==> src/rtl/ahb_decoder_mux.sv <==
// AHB-Lite region decoder and response mux for NSLV slaves, with a built-in
// default slave that answers unmapped transfers with a two-cycle ERROR.
//
// state  | meaning
// D_IDLE | default slave not owning a data phase
// D_ERR1 | first ERROR cycle: hready=0, hresp=1
// D_ERR2 | second ERROR cycle: hready=1, hresp=1
module ahb_decoder_mux #(
  parameter int NSLV    = 4,
  parameter int AW      = 32,
  parameter int DW      = 32,
  parameter int RGN_LSB = 28,
  parameter int RGN_W   = 3
) (
  input  logic             hclk,
  input  logic             hresetn,
  input  logic [AW-1:0]    haddr,
  input  logic [1:0]       htrans,
  output logic [NSLV-1:0]  hsel,
  input  logic [NSLV*DW-1:0] hrdata_s,
  input  logic [NSLV-1:0]  hreadyout_s,
  input  logic [NSLV-1:0]  hresp_s,
  output logic [DW-1:0]    hrdata,
  output logic             hready,
  output logic             hresp,
  output logic [7:0]       err_cnt
);

  localparam int DSW = $clog2(NSLV + 2);
  localparam logic [DSW-1:0] DSEL_DEF  = DSW'(NSLV);
  localparam logic [DSW-1:0] DSEL_NONE = DSW'(NSLV + 1);

  typedef enum logic [1:0] {D_IDLE, D_ERR1, D_ERR2} dstate_e;

  logic [RGN_W-1:0] rgn;
  logic             mapped;
  logic             hsel_def;
  logic             acc_def;
  logic [DSW-1:0]   dsel_d, dsel_q;
  dstate_e          dstate_d, dstate_q;
  logic [7:0]       err_cnt_d, err_cnt_q;
  logic             unused_inputs;

  assign rgn      = haddr[RGN_LSB +: RGN_W];
  assign mapped   = ({1'b0, rgn} < (RGN_W+1)'(NSLV));
  assign hsel_def = ~mapped;
  assign unused_inputs = ^{haddr, htrans[0]};

  always_comb begin
    hsel = '0;
    for (int i = 0; i < NSLV; i++) begin
      hsel[i] = ({1'b0, rgn} == (RGN_W+1)'(i));
    end
  end

  // Owner of the data phase; only advances when the bus accepts an address.
  always_comb begin
    dsel_d = dsel_q;
    if (hready) begin
      if (htrans[1]) begin
        dsel_d = mapped ? DSW'(rgn) : DSEL_DEF;
      end else begin
        dsel_d = DSEL_NONE;
      end
    end
  end

  always_comb begin
    hrdata = '0;
    hready = 1'b1;
    hresp  = 1'b0;
    if (dsel_q == DSEL_DEF) begin
      hready = (dstate_q != D_ERR1);
      hresp  = (dstate_q != D_IDLE);
    end
    for (int i = 0; i < NSLV; i++) begin
      if (dsel_q == DSW'(i)) begin
        hrdata = hrdata_s[i*DW +: DW];
        hready = hreadyout_s[i];
        hresp  = hresp_s[i];
      end
    end
  end

  assign acc_def = hready & hsel_def & htrans[1];

  always_comb begin
    dstate_d = dstate_q;
    case (dstate_q)
      D_IDLE:  if (acc_def) dstate_d = D_ERR1;
      D_ERR1:  dstate_d = D_ERR2;
      D_ERR2:  dstate_d = acc_def ? D_ERR1 : D_IDLE;
      default: dstate_d = D_IDLE;
    endcase
  end

  // One count per ERROR response, taken as ERR1 hands over to ERR2.
  always_comb begin
    err_cnt_d = err_cnt_q;
    if (dstate_q == D_ERR1 && err_cnt_q != 8'hFF) begin
      err_cnt_d = err_cnt_q + 8'd1;
    end
  end

  always_ff @(posedge hclk or negedge hresetn) begin
    if (!hresetn) begin
      dsel_q    <= DSEL_NONE;
      dstate_q  <= D_IDLE;
      err_cnt_q <= '0;
    end else begin
      dsel_q    <= dsel_d;
      dstate_q  <= dstate_d;
      err_cnt_q <= err_cnt_d;
    end
  end

  assign err_cnt = err_cnt_q;

endmodule
==> config.mk <==
export PLATFORM = sky130hd
export DESIGN_NAME = ahb_decoder_mux
export DESIGN_NICKNAME = d
export VERILOG_FILES = /design/src/rtl/ahb_decoder_mux.sv
export SDC_FILE = /design/constraint.sdc
export NUM_CORES = 1
export LEC_CHECK = 0
export CELL_PAD_IN_SITES_DETAIL_PLACEMENT = 0
export CELL_PAD_IN_SITES_GLOBAL_PLACEMENT = 1
export CORE_ASPECT_RATIO = 0.7
export CORE_MARGIN = 2
export CORE_UTILIZATION = 19
export CTS_BUF_LIST = sky130_fd_sc_hd__clkbuf_4
export DETAILED_ROUTE_END_ITERATION = 10
export GPL_TIMING_DRIVEN = 0
export PLACE_DENSITY = 0.88
export SLEW_MARGIN = 30
export SYNTH_ARGS = -nofsm -noshare
export SYNTH_HDL_FRONTEND = slang
export SYNTH_SLANG_ARGS = --single-unit
==> constraint.sdc <==
create_clock -name hclk -period 3.7 [get_ports hclk]
set_input_delay 0.74 -clock hclk [delete_from_list [all_inputs] [get_ports hclk]]
set_output_delay 0.74 -clock hclk [all_outputs]
set_load 0.01 [all_outputs]
==> results <==
- The number of cells on the worst reg-to-reg path is 4.
- By instance count, the leading cell after synthesis is sky130_fd_sc_hd__mux4_2.
- In this run the standard cell core region covers 9030 µm².
- The number of setup violations in the final report is 0.
- The number of hold buffers added after CTS was 0.
- The initial antenna violation count is 0.
- The die is 119 µm wide.
- The critical path startpoint category is an input port.
- The relative max-transition margin is 0.594.
- Counting every instance in the synthesized netlist gives 138.
- The area fraction in compound gates after synthesis was 0.0456.
- For the pin with the worst max-slew slack, the measured transition is 607 ps.
- Among all flip-flop cells after synthesis, the most frequent one is sky130_fd_sc_hd__dfrtp_1.
- The number of slew-limit violations in the final report is 0.
- Clock tree synthesis found a total of 13 sinks.
- The root buffer cell chosen for the clock tree is sky130_fd_sc_hd__clkbuf_4.
- The worst-case vdd ir drop is 0.173 mV.
- The routed design has 7200 µm of wire.
- The layout-stage area growth over the synthesis result is 117%.
- The type of the worst min-delay path is flip-flop to flip-flop.
- The number of distinct library cells after synthesis is 32.
- Counting flops and latches in the post-synthesis netlist gives 13.
- The routability congestion estimate from global placement is 0.769.
- In this run the static leakage power is 0.00136 µW.
- The path type of the worst setup path is input port to output port.
- Setup repair after global routing left no endpoint under its margin.
- For the worst-skew pair, the clock arrives at the later sink with an insertion delay of 280 ps.
- During synthesis, Yosys emitted a total of 0 warnings.
- In the final layout, the share of cells above drive strength 1 is 0.182.
- The ratio of total power to cell area is 452 nW/µm².
- The number of hold violations in the final report is 0.
- Of the total synthesized cell area, the portion taken by AND, OR, NAND and NOR gates is 0.217.
- 218 I/O pins were placed.
- The post-cts sizing count is 0.
- In this run the post-CTS setup repair buffer count came out at 0.
- The critical-path maximum fanout is 3.
- The fraction of the mapped netlist area in adder cells is 0.00713.
- The area of the die is 10000 µm².
- The maximum achievable frequency is 0.311 GHz.
- Yosys mapped a number of flops with a built-in enable equal to 0.
- 0 antenna diodes ended up in the layout.
- The detailed router finished its first iteration with 47 violations.
- Of the total synthesized cell area, the portion taken by XOR and XNOR cells is 0.0250.
- The required time of the critical path is 2960 ps.
- TritonCTS built the clock tree.
- Summed over all layers, the global routing overflow is 0.
- The floorplan has 29 rows.
- The first detailed-routing pass took 4 iterations.
- The count of nets left with antenna violations once routing finished came out at 0.
- In the final timing run, aggregate negative setup slack is 0 ps.
- The mapped netlist covers 1750 µm².
- The worst hold path cell count is 1.
- Buffers inserted during clock tree synthesis total 3.
- CTS built an H-tree with a depth of 1.
- During placement, the flow inserted port buffers numbering 187.
- In the final routed layout, each cell accounts on average for 15.9 µm.
- The multiplexer fraction of the synthesized cell area is 0.466.
- The flow ran to the end, and the final reports show no timing, DRC or antenna violations.
- Dividing the final minimum period by the clock period gives 0.869.
- The detailed-route vias per instance is 4.40.
- The worst setup skew after layout is 14.1 ps.
- The HPWL after detailed placement is 6040 µm.
- The sequential element share of the synthesized area is 0.187.
- The number of nets handed over by synthesis was 311.
- For this run, asynchronously set or reset flops after synthesis account for 1.00.
- Entering global routing, the biggest net connects 14 pins.
- By area the synthesized netlist is led by sky130_fd_sc_hd__mux4_2, sky130_fd_sc_hd__dfrtp_1, sky130_fd_sc_hd__nor2b_1.
- The clock-pin slew on the worst setup and hold paths is 90 ps.
- The wire length of the first global-routing pass is 11300 µm.
- After synthesis, the largest family of logic cells by area is multiplexers.
- The launching element of the worst setup path is hreadyout_s[0].
- The average instance in the mapped netlist occupies 12.7 µm².
- For this run, the total global-route usage over all layers was measured as 0.142.
- The worst-case setup margin in the final layout is 483 ps.
- Sorting the synthesized cells by how often they occur yields sky130_fd_sc_hd__mux4_2, sky130_fd_sc_hd__nor2b_1, sky130_fd_sc_hd__dfrtp_1.
- The number of nets in the final layout is 503.
- The launch point of the worst hold path is dstate_q[1].
- The setup slack after placement is 480 ps.
- Data on the critical path arrives at its endpoint at 2480 ps.
- The portion of synthesized cell area occupied by the leading cell type is 0.424.
- The source of the worst register-to-register timing path is dsel_q[2].
- The effective utilization at floorplan is 0.194.
- The clock passes through at most 2 buffers.
- The most area-hungry cell type in the Yosys netlist is sky130_fd_sc_hd__mux4_2.
- The number of global-route vias before repair is 2234.
- The minimum period implied by the final worst setup slack is 3220 ps.
- The floorplan die height is 84.4 µm.
- Across all layers, the routed design uses 1991 vias.
- The worst setup path is captured at an output port.
- The remaining design rule violation count is 0.
- The tool flagged a number of max-cap violations equal to 0.
==> metrics by stage <==
step	cell area [µm²]	util	hold slack [ps]	total power, µW	cells
2_1_floorplan	1750	-	444	1050	138
3_3_place_gp	3780	0.419	487	1630	449
3_5_place_dp	3780	0.419	490	1650	449
4_1_cts	3810	0.422	507	1750	453
5_1_grt	3810	0.422	521	1850	453
6_report	3810	0.422	506	1720	453
==> metal layers <==
metal  vias up  track usage  share of wire
met5         -            0              0
li1        932            -              -
met2       108        0.261           0.50
met3         2       0.0442           0.11
met1       949        0.169           0.40
met4         0       0.0108         0.0018
==> critical path, stage by stage <==
cell	delay, ps
sky130_fd_sc_hd__clkdlybuf4s50_1	460
sky130_fd_sc_hd__nor2_1	50
sky130_fd_sc_hd__a2111o_1	450
sky130_fd_sc_hd__a21boi_4	200
sky130_fd_sc_hd__clkdlybuf4s50_1	580
==> logic make-up after synthesis <==
family / count (synthesis)
AND/OR/NAND/NOR: 61
multiplexers: 39
flip-flops: 13
buffers and inverters: 12
AO/OA/AOI/OAI: 7
XOR/XNOR: 5
adder cells (fa/ha/maj): 1
==> layout by cell type, fill, tap and decap left out <==
cell type,n
sky130_fd_sc_hd__nand2b_1,1
sky130_fd_sc_hd__and3_2,1
sky130_fd_sc_hd__or2b_2,1
sky130_fd_sc_hd__clkbuf_8,1
sky130_fd_sc_hd__dfrtp_1,11
sky130_fd_sc_hd__buf_2,2
sky130_fd_sc_hd__clkdlybuf4s50_1,187
sky130_fd_sc_hd__nand2_1,5
sky130_fd_sc_hd__buf_6,3
sky130_fd_sc_hd__nor3_1,2
sky130_fd_sc_hd__nand3_1,5
sky130_fd_sc_hd__mux4_2,33
sky130_fd_sc_hd__mux2_4,2
sky130_fd_sc_hd__nor2_1,3
sky130_fd_sc_hd__o32ai_4,1
sky130_fd_sc_hd__a2111o_1,1
sky130_fd_sc_hd__nor2b_4,1
sky130_fd_sc_hd__mux2_2,4
sky130_fd_sc_hd__nor2b_1,32
sky130_fd_sc_hd__clkbuf_4,4
sky130_fd_sc_hd__o21a_1,1
sky130_fd_sc_hd__nand4_1,3
sky130_fd_sc_hd__dfstp_2,2
sky130_fd_sc_hd__and4_1,1
sky130_fd_sc_hd__and3b_1,2
sky130_fd_sc_hd__ha_1,1
sky130_fd_sc_hd__xnor2_1,5
sky130_fd_sc_hd__buf_4,3
sky130_fd_sc_hd__clkbuf_1,3
sky130_fd_sc_hd__nor3b_1,2
sky130_fd_sc_hd__and4_2,1
sky130_fd_sc_hd__a21oi_1,3
sky130_fd_sc_hd__nand4b_1,1
sky130_fd_sc_hd__a21boi_4,1
==> layout make-up <==
class                      instances  area, µm²
clock buffer                       4       30.0
tap                              124        155
sequential                        13        328
buffer                            12       91.3
fill                             880       5220
timing repair buffer             187       1870
multi-input combinational        113       1340
==> sequential cells by signal (all words and copies together), names as in the netlist <==
register / cells
dsel_q: 3
dstate_q: 2
err_cnt: 8
==> power breakdown <==
part / switching [µW] / internal (µW) / total, µW
combinational: 523 / 855 / 1380
clock: 50.5 / 49.1 / 99.6
sequential: 50.3 / 194 / 245
==> worst paths after layout <==
| path | end | slack (ps) |
|---|---|---|
| max | hready | 480 |
| min | dstate_q[1] | 510 |
| max reg2reg | dsel_q[1] | 2030 |
| min reg2reg | dstate_q[1] | 510 |
| max in group asynchronous | dsel_q[1] | 2460 |
| min in group asynchronous | err_cnt[7] | 830 |
Note: power is estimated with default switching activity, not from simulation.
